**src/rtl/square_root_csa_pkg.sv**
```systemverilog
// Shared constants for the square-root carry-select adder.
// Holds the operand width default, the block count and the LSB-to-MSB
// block size / start-offset tables. The tables describe a 32-bit operand.
package square_root_csa_pkg;

  localparam int SQRT_WIDTH = 32;
  localparam int BLK_COUNT  = 8;

  // Block sizes grow by one per block so that each block's local ripple
  // finishes at about the time its select carry arrives; the last block is
  // whatever remains of the 32 bits.
  localparam int BLK_SIZE [BLK_COUNT] = '{2, 2, 3, 4, 5, 6, 7, 3};
  localparam int BLK_OFS  [BLK_COUNT] = '{0, 2, 4, 7, 11, 16, 22, 29};

  // Single-bit full-adder sum and carry, shared by the ripple blocks.
  function automatic logic fa_sum(input logic a, input logic b, input logic c);
    return a ^ b ^ c;
  endfunction

  function automatic logic fa_carry(input logic a, input logic b, input logic c);
    return (a & b) | (a & c) | (b & c);
  endfunction

endpackage

```
**src/rtl/square_root_csa_rca_block.sv**
```systemverilog
// rca_block: N-bit ripple-carry adder built from full-adder equations.
// Ports:
//   i_a, i_b : N-bit addends
//   i_cin    : carry-in
//   o_sum    : N-bit sum
//   o_cout   : carry-out of the top bit
module rca_block
  import square_root_csa_pkg::*;
#(
  parameter int N = 4
) (
  input  logic [N-1:0] i_a,
  input  logic [N-1:0] i_b,
  input  logic         i_cin,
  output logic [N-1:0] o_sum,
  output logic         o_cout
);

  logic [N:0] w_c;

  assign w_c[0] = i_cin;

  for (genvar i = 0; i < N; i++) begin : g_fa
    assign o_sum[i]  = fa_sum(i_a[i], i_b[i], w_c[i]);
    assign w_c[i+1]  = fa_carry(i_a[i], i_b[i], w_c[i]);
  end

  assign o_cout = w_c[N];

endmodule

```
**src/rtl/square_root_csa.sv**
```systemverilog
// square_root_csa: registered unsigned adder sout = in1 + in2 + c0 built as a
// square-root carry-select adder (blocks 2,2,3,4,5,6,7,3 from the LSB).
// Ports:
//   clk  : clock, all state updates on the rising edge
//   rst  : asynchronous active-high reset, clears sout
//   in1  : WIDTH-bit addend A (unsigned)
//   in2  : WIDTH-bit addend B (unsigned)
//   c0   : carry-in
//   sout : WIDTH+1-bit registered sum, bit WIDTH is the carry-out
// The block tables in the package cover WIDTH = 32 only.
module square_root_csa
  import square_root_csa_pkg::*;
#(
  parameter int WIDTH = SQRT_WIDTH
) (
  input  logic             clk,
  input  logic             rst,
  input  logic [WIDTH-1:0] in1,
  input  logic [WIDTH-1:0] in2,
  input  logic             c0,
  output logic [WIDTH:0]   sout
);

  // Block 0 result
  logic [1:0]           w_lo_sum;
  logic                 w_lo_cout;
  // Speculative results of blocks 1..7 for carry-in 0 and carry-in 1
  logic [WIDTH-1:2]     w_sum0;
  logic [WIDTH-1:2]     w_sum1;
  logic [BLK_COUNT-1:1] w_cout0;
  logic [BLK_COUNT-1:1] w_cout1;
  // Selected result
  logic [WIDTH-1:0]     w_sum;
  logic                 w_chain;
  logic [WIDTH:0]       r_sout;

  rca_block #(.N(BLK_SIZE[0])) u_blk0 (
    .i_a   (in1[BLK_OFS[0] +: BLK_SIZE[0]]),
    .i_b   (in2[BLK_OFS[0] +: BLK_SIZE[0]]),
    .i_cin (c0),
    .o_sum (w_lo_sum),
    .o_cout(w_lo_cout)
  );

  for (genvar b = 1; b < BLK_COUNT; b++) begin : g_blk
    localparam int N = BLK_SIZE[b];
    localparam int O = BLK_OFS[b];

    rca_block #(.N(N)) u_rca0 (
      .i_a   (in1[O +: N]),
      .i_b   (in2[O +: N]),
      .i_cin (1'b0),
      .o_sum (w_sum0[O +: N]),
      .o_cout(w_cout0[b])
    );

    rca_block #(.N(N)) u_rca1 (
      .i_a   (in1[O +: N]),
      .i_b   (in2[O +: N]),
      .i_cin (1'b1),
      .o_sum (w_sum1[O +: N]),
      .o_cout(w_cout1[b])
    );
  end

  // Carry-select chain: the incoming carry picks each block's sum bits and
  // its carry-out, one 2:1 mux per block on the carry path.
  always_comb begin
    w_sum   = {WIDTH{1'b0}};
    w_chain = w_lo_cout;
    w_sum[1:0] = w_lo_sum;
    for (int b = 1; b < BLK_COUNT; b++) begin
      for (int k = 0; k < BLK_SIZE[b]; k++) begin
        w_sum[BLK_OFS[b] + k] = w_chain ? w_sum1[BLK_OFS[b] + k]
                                        : w_sum0[BLK_OFS[b] + k];
      end
      w_chain = w_chain ? w_cout1[b] : w_cout0[b];
    end
  end

  // Output register: captures the full sum every cycle, cleared by reset.
  always_ff @(posedge clk or posedge rst) begin
    if (rst) begin
      r_sout <= {(WIDTH+1){1'b0}};
    end else begin
      r_sout <= {w_chain, w_sum};
    end
  end

  assign sout = r_sout;

endmodule

```
**config.mk**
```make
export PLATFORM = sky130hd
export DESIGN_NAME = square_root_csa
export DESIGN_NICKNAME = d
export VERILOG_FILES = /design/src/rtl/square_root_csa_pkg.sv /design/src/rtl/square_root_csa_rca_block.sv /design/src/rtl/square_root_csa.sv
export SDC_FILE = /design/constraint.sdc
export NUM_CORES = 1
export LEC_CHECK = 0
export CORE_MARGIN = 2
export CORE_UTILIZATION = 44
export DETAILED_ROUTE_END_ITERATION = 12
export GPL_TIMING_DRIVEN = 0
export PLACE_DENSITY = 0.82
export SYNTH_ARGS = -nofsm -noshare
export SYNTH_HDL_FRONTEND = slang
export SYNTH_SLANG_ARGS = --single-unit
```
**constraint.sdc**
```tcl
create_clock -name clk -period 1.4 [get_ports clk]
set_input_delay 0.42 -clock clk [delete_from_list [all_inputs] [get_ports clk]]
set_output_delay 0.42 -clock clk [all_outputs]
set_load 0.005 [all_outputs]
```
**After elaboration in Yosys (flattened, before gate mapping)**

Index checks and enable logic that the tools add are counted.

- Input bits: 67
- Register bits: 33
- Word-level logic and storage cells: 363

- Bitwise operators: 325
- Muxes and demuxes: 37

Operator list:

| operator | count |
|---|---|
| $and A1 B1 Y1 | 128 |
| $or A1 B1 Y1 | 110 |
| $xor A1 B1 Y1 | 80 |
| $mux W1 | 37 |
| $not A1 Y1 | 7 |

**Depth between registers and ports, before layout**

- Word-level depth: 23
- Depth in mapped cells: 15

**By module**

A second synthesis with hierarchy kept.

- Cells, all modules: 377
- Area, all modules: 3573.4 µm²

By module, submodules not included:

| module | area each (µm²) | instances | seq. area each (µm²) | cells an instance |
|---|---|---|---|---|
| square_root_csa | 1791.7 | 1 | 825.8 | 171 |
| rca_block at g_blk[2].u_rca0 ... | 97.6 | 4 | 0.0 | 13 |
| rca_block at g_blk[6].u_rca0 ... | 177.7 | 2 | 0.0 | 17 |
| rca_block at g_blk[5].u_rca0 ... | 157.7 | 2 | 0.0 | 16 |
| rca_block at g_blk[4].u_rca0 ... | 137.6 | 2 | 0.0 | 15 |
| rca_block at g_blk[3].u_rca0 ... | 117.6 | 2 | 0.0 | 14 |
| rca_block at g_blk[1].u_rca0 ... | 70.1 | 3 | 0.0 | 10 |

**Worst setup path before layout**

Ideal clock, no wire load.

- Kind: input port to flip-flop
- From: in in1[0]
- To: reg r_sout[31] (netlist: sout[31])
- Setup slack: -2.757 ns
- Cell stages on the path: 15
- Arrival time: 4.046 ns
- Library setup time: 0.111 ns
- Cells stage by stage: inv_1 fa_1 inv_1 fa_1 or2_1 a31oi_4 mux2_1 a31oi_1 nand3_1 a221oi_4 mux2i_1 mux2_4 a21oi_4 nor4_1 a2111oi_2

- Longest elaborated chain between the ends: 13
- Elaborated cells between the ends (all ways): 15
- Classes of those cells: 7 x mux; 8 x bitwise

Ends and longest elaborated chain:

| item | RTL line | text |
|---|---|---|
| start: declaration | square_root_csa.sv:18 | `input logic [WIDTH-1:0] in1,` |
| $and A1 B1 Y1 | square_root_csa_pkg.sv:21 | `return (a & b) \| (a & c) \| (b & c);` |
| $or A1 B1 Y1 * (2 in a row) | square_root_csa_pkg.sv:21 |  |
| $and A1 B1 Y1 | square_root_csa_pkg.sv:21 |  |
| $or A1 B1 Y1 | square_root_csa_pkg.sv:21 |  |
| $or A1 B1 Y1 * | square_root_csa_pkg.sv:21 |  |
| $mux W1 * (6 in a row) | square_root_csa.sv:77 | `w_chain = w_chain ? w_cout1[b] : w_cout0[b];` |
| $mux W1 * | square_root_csa.sv:74 | `w_sum[BLK_OFS[b] + k] = w_chain ? w_sum1[BLK_OFS[b] + k]` |
| via w_sum[31] | square_root_csa.sv:33 | `logic [WIDTH-1:0] w_sum;` |
| end signal: assignment | square_root_csa.sv:84 | `r_sout <= {(WIDTH+1){1'b0}};` |
| end signal: assignment | square_root_csa.sv:86 | `r_sout <= {w_chain, w_sum};` |
| end: declaration | square_root_csa.sv:35 | `logic [WIDTH:0] r_sout;` |

Mark *: on every way through the listed nets, which the timed path passes. The rest lies on a longest branch.

**Final worst setup path**

- From: in in1[0]
- To: reg r_sout[30] (netlist: sout[30])

The elaborated chain is that of the path after synthesis.

==> metrics.yaml <==
endpoint_kind: "register"
synth_top_family_by_area: "adder cells"
die-area_um2: 6150
clkPwrFrac_pct: 21.1
fin_crit_ps: 3750
startpoint: "in1[0]"
power_mw: 3.79
p_seq_share_pct: 32.4
fin_ws_ps: -2350
layout_common_cells: "clkdlybuf4s50_1 (61), ha_1 (37), dlygate4sd2_1 (35)"
drv_slew: 0
ctsHoldBuffers: 0
final-setup-viol-count: 29
gp_congestion: 0.831
cp.required_ps: 1610
p_leak_nw: 1.92
numCtsBuffers: 5
first_pass_iters: 5
cp_slowest_cell: "mux2_4"
n_antenna_cell: 0
layout-drive-gt1-share_pct: 24.7
place_area_um2: 3610
switching_share_pct: 29.4
postRouteAntennaNets: 0
rsz0062_at_grt: "yes"
status: "complete, but fails checks"
largest_reg_flops: 33
drc: 0
grt_max_degree: 34
clk_pin_slew_ps: 70
n_fill_cell: 407
worstPathCellList: "buf_8 -> inv_12 -> fa_2 -> inv_2 -> fa_2 -> or2_4 -> a31oi_4 -> mux2_4 -> a31oi_4 -> nand3_2 -> a221oi_4 -> mux2i_4 -> mux2_4 -> a21oi_4 -> mux2i_2 -> xnor2_1"
synth_top_area_share_pct: 33.9
dr_total_vias: 2272
synth_adder_area_share_pct: 20.6
critPathBufInv: 3
grt_pass1_wl_um: 10300
floorplan.initialDensity_pct: 44.8
cell_internal_pwr_mw: 2.67
clock-sinks: 33
syn-num-nets: 353
syn_area_um2: 2440
cp.arrival_ps: 3960
final-hold-violation-count: 0
max_stage_delay_ps: 350
wl_per_cell_um: 13.7
irDropWorstVdd_mv: 0.466
yosysWarnings: 0
timing.fmax_mhz: 266
tightestPinTransition_ps: 752
critical_path_depth: 16
io_pins: 100
final_net_count: 494
maxCapViolCount: 0
synth_xor_area_share_pct: 10.4
path_max_fanout: 4
grt_overflow: 0
hp-class: "in -> reg"
grt_pass1_vias: 2395
yosys.area_share.simple_pct: 10.1
comb_power_share_pct: 46.5
viasPerCell: 4.93
antenna_found_initial: 0
fp.dieW_um: 78.4
finalCritPeriodShare_pct: 268
synth_compound_area_share_pct: 15.0
root_buffer: "clkbuf_8"
relSlewSlack_pct: 49.7
multiInputGateArea_um2: 1740
cp-endpoint: "sout[30]$_DFF_PP0_"
cts_htree_levels: 2
cp_top_family: "multiplexers"
yosys-top-cells-area: "dfrtp_1 (34%), ha_1 (19%), xnor2_1 (6.8%), inv_1 (4.8%), nor2_1 (4.5%)"
critPathLaunchType: "primary input"
yosysSeqAreaShare_pct: 33.9
power_density_nw_per_um2: 907
hpwl_um: 4390
violations: "setup timing"
io_buffers: 99
cts_tree: "yes"
critPathKind: "in -> reg"
routed_wl_um: 6330
synthCells: 247
syn2layout_area_growth_pct: 71.2
rows: 27
synth_seq_cells: 33
die_y_um: 78.4
core-area_um2: 5440
fin_area_um2: 4170
regArea_um2: 826
layout_commonest_cell: "clkdlybuf4s50_1"
cts_buffer_depth: 2
avgSynthCellArea_um2: 9.87
grt_usage_pct: 21.0
netlist-cell-type-count: 38
synth_mux_area_share_pct: 5.23
netSwitchingPower_mw: 1.11
drt_iter0_drc: 64
synth_top_cell_by_area: "dfrtp_1"
==> worst min-delay path: stages <==
cell	delay, ps
buf_6	90
inv_4	40
fa_2	180
inv_1	30
==> per-stage QoR <==
step	util, %	setup slack (ps)	TNS [ps]	hold WS (ps)	std cells
floorplan	-	-2550	-48240	549	247
global placement	66.3	-3500	-93900	1100	418
detailed placement	66.3	-3490	-96520	1110	418
CTS	73.9	-2330	-48410	515	451
global route	76.7	-2510	-53440	540	461
finish	76.7	-2350	-50030	519	461
==> power by group through the flow <==
stage | clock [mW] | combinational [mW] | sequential [mW]
after floorplan | 0 | 0.662 | 1.29
after global placement | 0 | 1.46 | 1.25
after detailed placement | 0 | 1.49 | 1.26
after CTS | 0.818 | 1.63 | 1.23
after global routing | 0.857 | 1.92 | 1.25
final | 0.799 | 1.76 | 1.23
==> cell type report <==
class	count	share of cell area [%]
Inverter	31	3.36
Tap cell	72	2.16
Clock inverter	1	0.120
Clock buffer	7	2.31
Timing Repair Buffer	134	30.5
Multi-Input combinational cell	183	41.8
Sequential cell	33	19.8
==> metal layers <==
metal  share of wire, %  global-route usage [%]  vias to the layer above
li1                   -                       -                     1123
met1                 36                    21.2                     1071
met2                 57                    42.0                       66
met3                4.5                    4.14                       12
met4                2.0                    7.89                        0
met5                  0                       0                        -
==> how the worst min path moves through the flow <==
stage	slack [ps]	cells after the start	end	start
global route	540	4	sout[0]$_DFF_PP0_	in2[0]
detailed placement	1110	3	sout[32]$_DFF_PP0_	in2[31]
finish	520	4	sout[0]$_DFF_PP0_	c0
CTS	510	4	sout[0]$_DFF_PP0_	in2[0]
global placement	1100	3	sout[32]$_DFF_PP0_	in2[31]
floorplan	550	1	sout[0]$_DFF_PP0_	rst
==> cells in the mapped netlist <==
library cell / instances
nor2b_1: 1
o21ba_2: 1
o21bai_1: 5
o22ai_1: 3
and2_1: 1
mux2_1: 1
inv_1: 31
xor2_1: 10
a21oi_1: 14
o211ai_1: 2
dfrtp_1: 33
a2111oi_2: 1
ha_1: 37
o21ai_1: 2
a31o_2: 1
nand2_1: 3
a31oi_4: 1
nand3_1: 1
o22a_1: 2
mux2i_1: 9
a21o_1: 3
nand2b_1: 4
a21oi_4: 1
nor2_1: 29
a31oi_1: 3
mux2_4: 1
a221oi_4: 1
nor4_1: 2
xnor2_1: 19
or3_1: 1
o21a_1: 2
or2_1: 2
a211oi_1: 1
o21ai_0: 7
mux2_2: 1
fa_1: 2
nor3_1: 3
or2_2: 6
==> cell families after synthesis <==
| group | Yosys count |
|---|---|
| compound gates | 50 |
| fa+ha+maj | 39 |
| mux | 12 |
| xor+xnor | 29 |
| simple gates | 53 |
| buf+inv | 31 |
| flops | 33 |
==> what timing repair did <==
action | 4_1_cts | 5_1_grt
endpoints found under the setup margin | 99 | 31
resized for setup | 86 | 21
pin swaps | 27 | 27
gates cloned | 0 | 0
setup buffers | 25 | 18
Power figures use the tool's default switching activity.
==> edit 1 (same settings) <==
Make the reset (`rst`) synchronous in one clocked block. Comments in the files are not updated.
--- a/src/rtl/square_root_csa.sv
+++ b/src/rtl/square_root_csa.sv
@@ -81,3 +81,3 @@
   // Output register: captures the full sum every cycle, cleared by reset.
-  always_ff @(posedge clk or posedge rst) begin
+  always_ff @(posedge clk) begin
     if (rst) begin
Check against the original RTL: differs if rst is asserted again (counterexample within 4 cycles, from zero or initial values and one cycle with rst high); with rst held inactive, the same outputs for 10 cycles.
==> edit 1 against the original RTL <==
The flow still finishes with violations (negative setup slack); combinational power decreased by 8%; worst setup slack improved by 0.13 ns; cell area fell by 2.7%; first-iteration DRC count fell by 17%; clock power fell by 7.6%; fmax increased by 3.6%; routed wire length rose by 4.1%; synthesized cell count up 20%; power decreased by 8.1%; sequential cell count stayed put; area after synthesis increased by 4.4%; critical path type unchanged.
==> edit 1: results (changes against the original RTL) <==
The post-synthesis net count is 403 (+14%). The wire length on met1 came out at 2507 um (+10%). The run finished, with violations left. The logs give 474 um (+66%) for the routed wire length on met3 and 0.001889 uW (-1.6%) for the standby leakage power. The critical path ends at sout[24]$_SDFF_PP0_. The placed wire-length estimate after detailed placement is 4957 um (+13%). The wire length on met2 is 3511 um (-3.5%), and the filler cell count in the final layout is 440 (+8.1%). The xor/xnor cell area share of the yosys netlist was 8.604% (-1.8 points). The adder-cell area share of the yosys netlist was 19.76% (-0.86 points); the number of setup violations in the final report was 31 (+6.9%). The run gives 53 (-17%) as the number of violations reported at the end of detailed-routing iteration 0. The transition at the pin with the smallest max-transition slack is 0.3566 ns (-0.3959 ns), and the worst-path maximum fanout is 3 (-1). Detailed-route via count: 2531 (+11%). The final net count is 528 (+6.9%), and the total global-route track usage is 20.48% (-0.56 points). Fraction of synthesis flops using an asynchronous set or reset pin: 0% (-100 points).

Average detailed-routed wire length per instance: 13.33 um (-2.9%). The worst-case vdd ir drop is 533.0 uV (+14%). The run gives 0.003667 sq mm (+1.7%) as the cell area reported after detailed placement.

The global-route wire length before repair is 10490 um (+2.1%). Routing usage on met2: 38.75% (-3.2 points). The tools report the sequential share of power as 32.3% (about the same).

The fraction of the mapped netlist area in compound gates works out to 16.47% (+1.5 points). Last weighted congestion value of the routability-driven placer: 0.7753 (-6.7%). Hold-critical path endpoint: sout[0]$_SDFF_PP0_.

The met3 usage was 6.180% (+2.0 points). The iteration count of the initial detailed-routing pass is 4 (-1), and the post-synthesis mux area share is 5.851% (+0.62 points). The maximum number of pins on one net before global-route repair is 11 (-68%), and the switching share of power is 30.97% (+1.6 points). The via count of the first global-routing pass was 2554 (+6.6%). The post-layout worst setup margin is -2.222 ns (+0.1320 ns). The final reports fail on negative setup slack.

In the post-synthesis netlist, the biggest area contributors are dfxtp_1 (26%), ha_1 (18%), nor2_1 (6.9%). Data arrival time of the critical path: 3.79 ns (-0.17 ns).
[edit 1: cell types whose count changed in the layout (fill, tap and decap cells not counted), moves of 9 or more]
cell     delta
dfrtp_1    -33
xnor2_1     -9
nor2_1     +19
buf_6       -9
dfxtp_1    +33
[edit 1: worst max-delay path: stages]
cell and delay (ns):
buf_8 0.11, inv_12 0.04, fa_2 0.18, inv_2 0.04, fa_2 0.34, or2_4 0.28, a31oi_4 0.16, mux2_4 0.33
a2111o_1 0.42, a31oi_4 0.23, mux2_4 0.35, mux2i_4 0.19, mux2i_2 0.29, nand2_1 0.11, mux2_4 0.30
[edit 1: area by class of cell]
class	count	area, sq um	area share [%]
Inverter	27	121.4	2.987
Tap cell	72	90.09	2.217
Sequential cell	33	660.6	16.26
Clock buffer	7	86.33	2.125
Timing Repair Buffer	118	1116	27.47
Multi-Input combinational cell	233	1954	48.11
Buffer	4	33.78	0.8315
[edit 1: what timing repair did]
action                                  CTS  global route
gates cloned                              0             0
pin swaps                                13            19
setup buffers                            12             7
endpoints found under the setup margin   66            32
gates resized for setup                  82            21
[edit 1: stage by stage]
| step | total power (uW) | setup TNS, ns | setup slack (ns) | cells | util (%) |
|---|---|---|---|---|---|
| 4_1_cts | 3377 | -49.87 | -2.271 | 487 | 70.82 |
| 3_5_place_dp | 2558 | -78.65 | -3.414 | 468 | 66.19 |
| 5_1_grt | 3702 | -52.78 | -2.299 | 494 | 73.33 |
| 6_report | 3479 | -50.13 | -2.222 | 494 | 73.33 |
| 2_1_floorplan | 1909 | -51.33 | -2.515 | 297 | - |
| 3_3_place_gp | 2522 | -77.61 | -3.367 | 468 | 66.19 |
==> edit 2 (config.mk and constraints unchanged) <==
Without the edit above. Put one more register stage on the output `sout`, cleared by the reset. The value now appears one clock later. Comments in the files are not updated.
--- a/src/rtl/square_root_csa.sv
+++ b/src/rtl/square_root_csa.sv
@@ -89,3 +89,9 @@
 
-  assign sout = r_sout;
+  always_ff @(posedge clk or posedge rst) begin
+    if (rst) begin
+      sout <= '0;
+    end else begin
+      sout <= r_sout;
+    end
+  end
 
Behaviour: not the same (a bounded check fails within 4 cycles, from zero or initial values and one cycle with rst high).
==> edit 2 against the original RTL <==
Area after synthesis rose by 34%; sequential power up 100%; routed wire length rose by 11%; power is 57% higher; die area increased by 32%; final cell count rose by 13%; count of clock-buffer cells in the layout up 7; cell area grew 22%; worst setup slack gained 0.024 ns; sequential cell count rose by 33; the run still ends with negative setup slack left; first-iteration DRC count decreased by 42%; synthesized cell count up 13%; largest cell class unchanged.
==> edit 2: results (changes against the original RTL) <==
The run gives 29 (unchanged) as the number of setup violations in the final report. The number of signal-net inverters in the final layout was 32 (+3.2%). The via count normalized by instance count is 4.754 (-3.5%), and the last weighted congestion value of the routability-driven placer is 0.7501 (-9.7%). The tools report the H-tree depth as 3 (+1). The data arrival time of the critical path was 3.99 ns (+0.03 ns); the relative slew slack was 51.86% (+2.1 points). The run gives 14 (+7) as the total of clock buffers placed in the layout.

The final core utilization was 70.69% (-6.1 points); the fraction of the mapped netlist area in compound gates was 11.19% (-3.8 points). Ranked by total cell area, the synthesized netlist is headed by dfrtp_1 (51%), ha_1 (14%), xnor2_1 (5.1%). The flow ran to the end, but the final reports show violations. The tools report the worst-case vdd ir drop as 614.9 uV (+32%). The final reports fail on negative setup slack.

The adder-cell area share of the yosys netlist is 15.41% (-5.2 points), and the iteration count of the initial detailed-routing pass is 4 (-1). The number of CTS-inserted buffers was 9 (+4). The cell area reported after detailed placement was 0.004469 sq mm (+24%).

The commonest cells after synthesis are dfrtp_1 (66), ha_1 (37), inv_1 (31). The run gives 7012 um (+11%) as the final routed wirelength across all metal layers. The run gives -2.330 ns (+0.02355 ns) as the post-layout worst setup margin. The fraction of cell area in non-clock buffers was 24.12% (-6.4 points). The worst-path maximum fanout is 5 (+1), and the filler cell count in the final layout is 519 (+28%). The post-synthesis mux area share is 3.910% (-1.3 points), and the number of sinks handled by clock tree synthesis is 66 (+100%). The multi-input gate share of the layout cell area was 33.81% (-7.9 points). The logs give 524 (+6.1%) for the final net count and 50.59% (+17 points) for the part of the Yosys area used for sequential elements. The tools report the post-placement worst setup slack as -3.552 ns (-0.06175 ns).
## edit 2: where the power goes
| group | leakage (uW) | switching (uW) | internal, uW |
|---|---|---|---|
| Combinational | 0.00143 | 712 | 1030 |
| Clock | 0.000115 | 662 | 1060 |
| Sequential | 0.000768 | 112 | 2360 |
| Total | 0.00231 | 1490 | 4440 |
## edit 2: logic make-up (layout without fill, tap and decap cells)
logic type / after synthesis / count (layout)
DFF: 66 / 66
and+or+nand+nor: 53 / 53
AOI/OAI and AO/OA: 50 / 50
adders and majority gates: 39 / 39
buffers and inverters: 31 / 173
xor gates and xnor gates: 29 / 29
muxes: 12 / 12
## edit 2: final timing paths
path                                      startpoint              endpoint  slack, ns  depth (start not counted)
max in group asynchronous                        rst     sout[1]$_DFF_PP0_       0.31                          2
worst min-delay path            r_sout[22]$_DFF_PP0_    sout[22]$_DFF_PP0_       0.35                          0
worst max register to register  r_sout[10]$_DFF_PP0_    sout[10]$_DFF_PP0_       0.92                          0
min in group asynchronous                        rst    sout[20]$_DFF_PP0_       0.67                          2
worst max-delay path                          in1[0]  r_sout[30]$_DFF_PP0_      -2.33                         16
worst min register to register  r_sout[22]$_DFF_PP0_    sout[22]$_DFF_PP0_       0.35                          0
## edit 2: metal layers
layer,track usage [%],vias up,wire [um]
met4,6.154,0,93
met5,0,-,0
met1,18.88,1190,2744
li1,-,1222,-
met2,33.21,57,3914
met3,5.532,8,259
## edit 2: per-stage QoR
step | setup TNS (ns) | cells
after floorplan | -48.24 | 280
after global placement | -108.69 | 478
after detailed placement | -111.87 | 478
after CTS | -45.62 | 514
after global routing | -49.30 | 521
final | -47.25 | 521
## edit 2: repair_timing
action,CTS,global route
cloned,1,0
hold buffers,0,0
pin swaps,27,22
gates resized for setup,87,40
buffers inserted,20,12
setup endpoints to repair,132,51
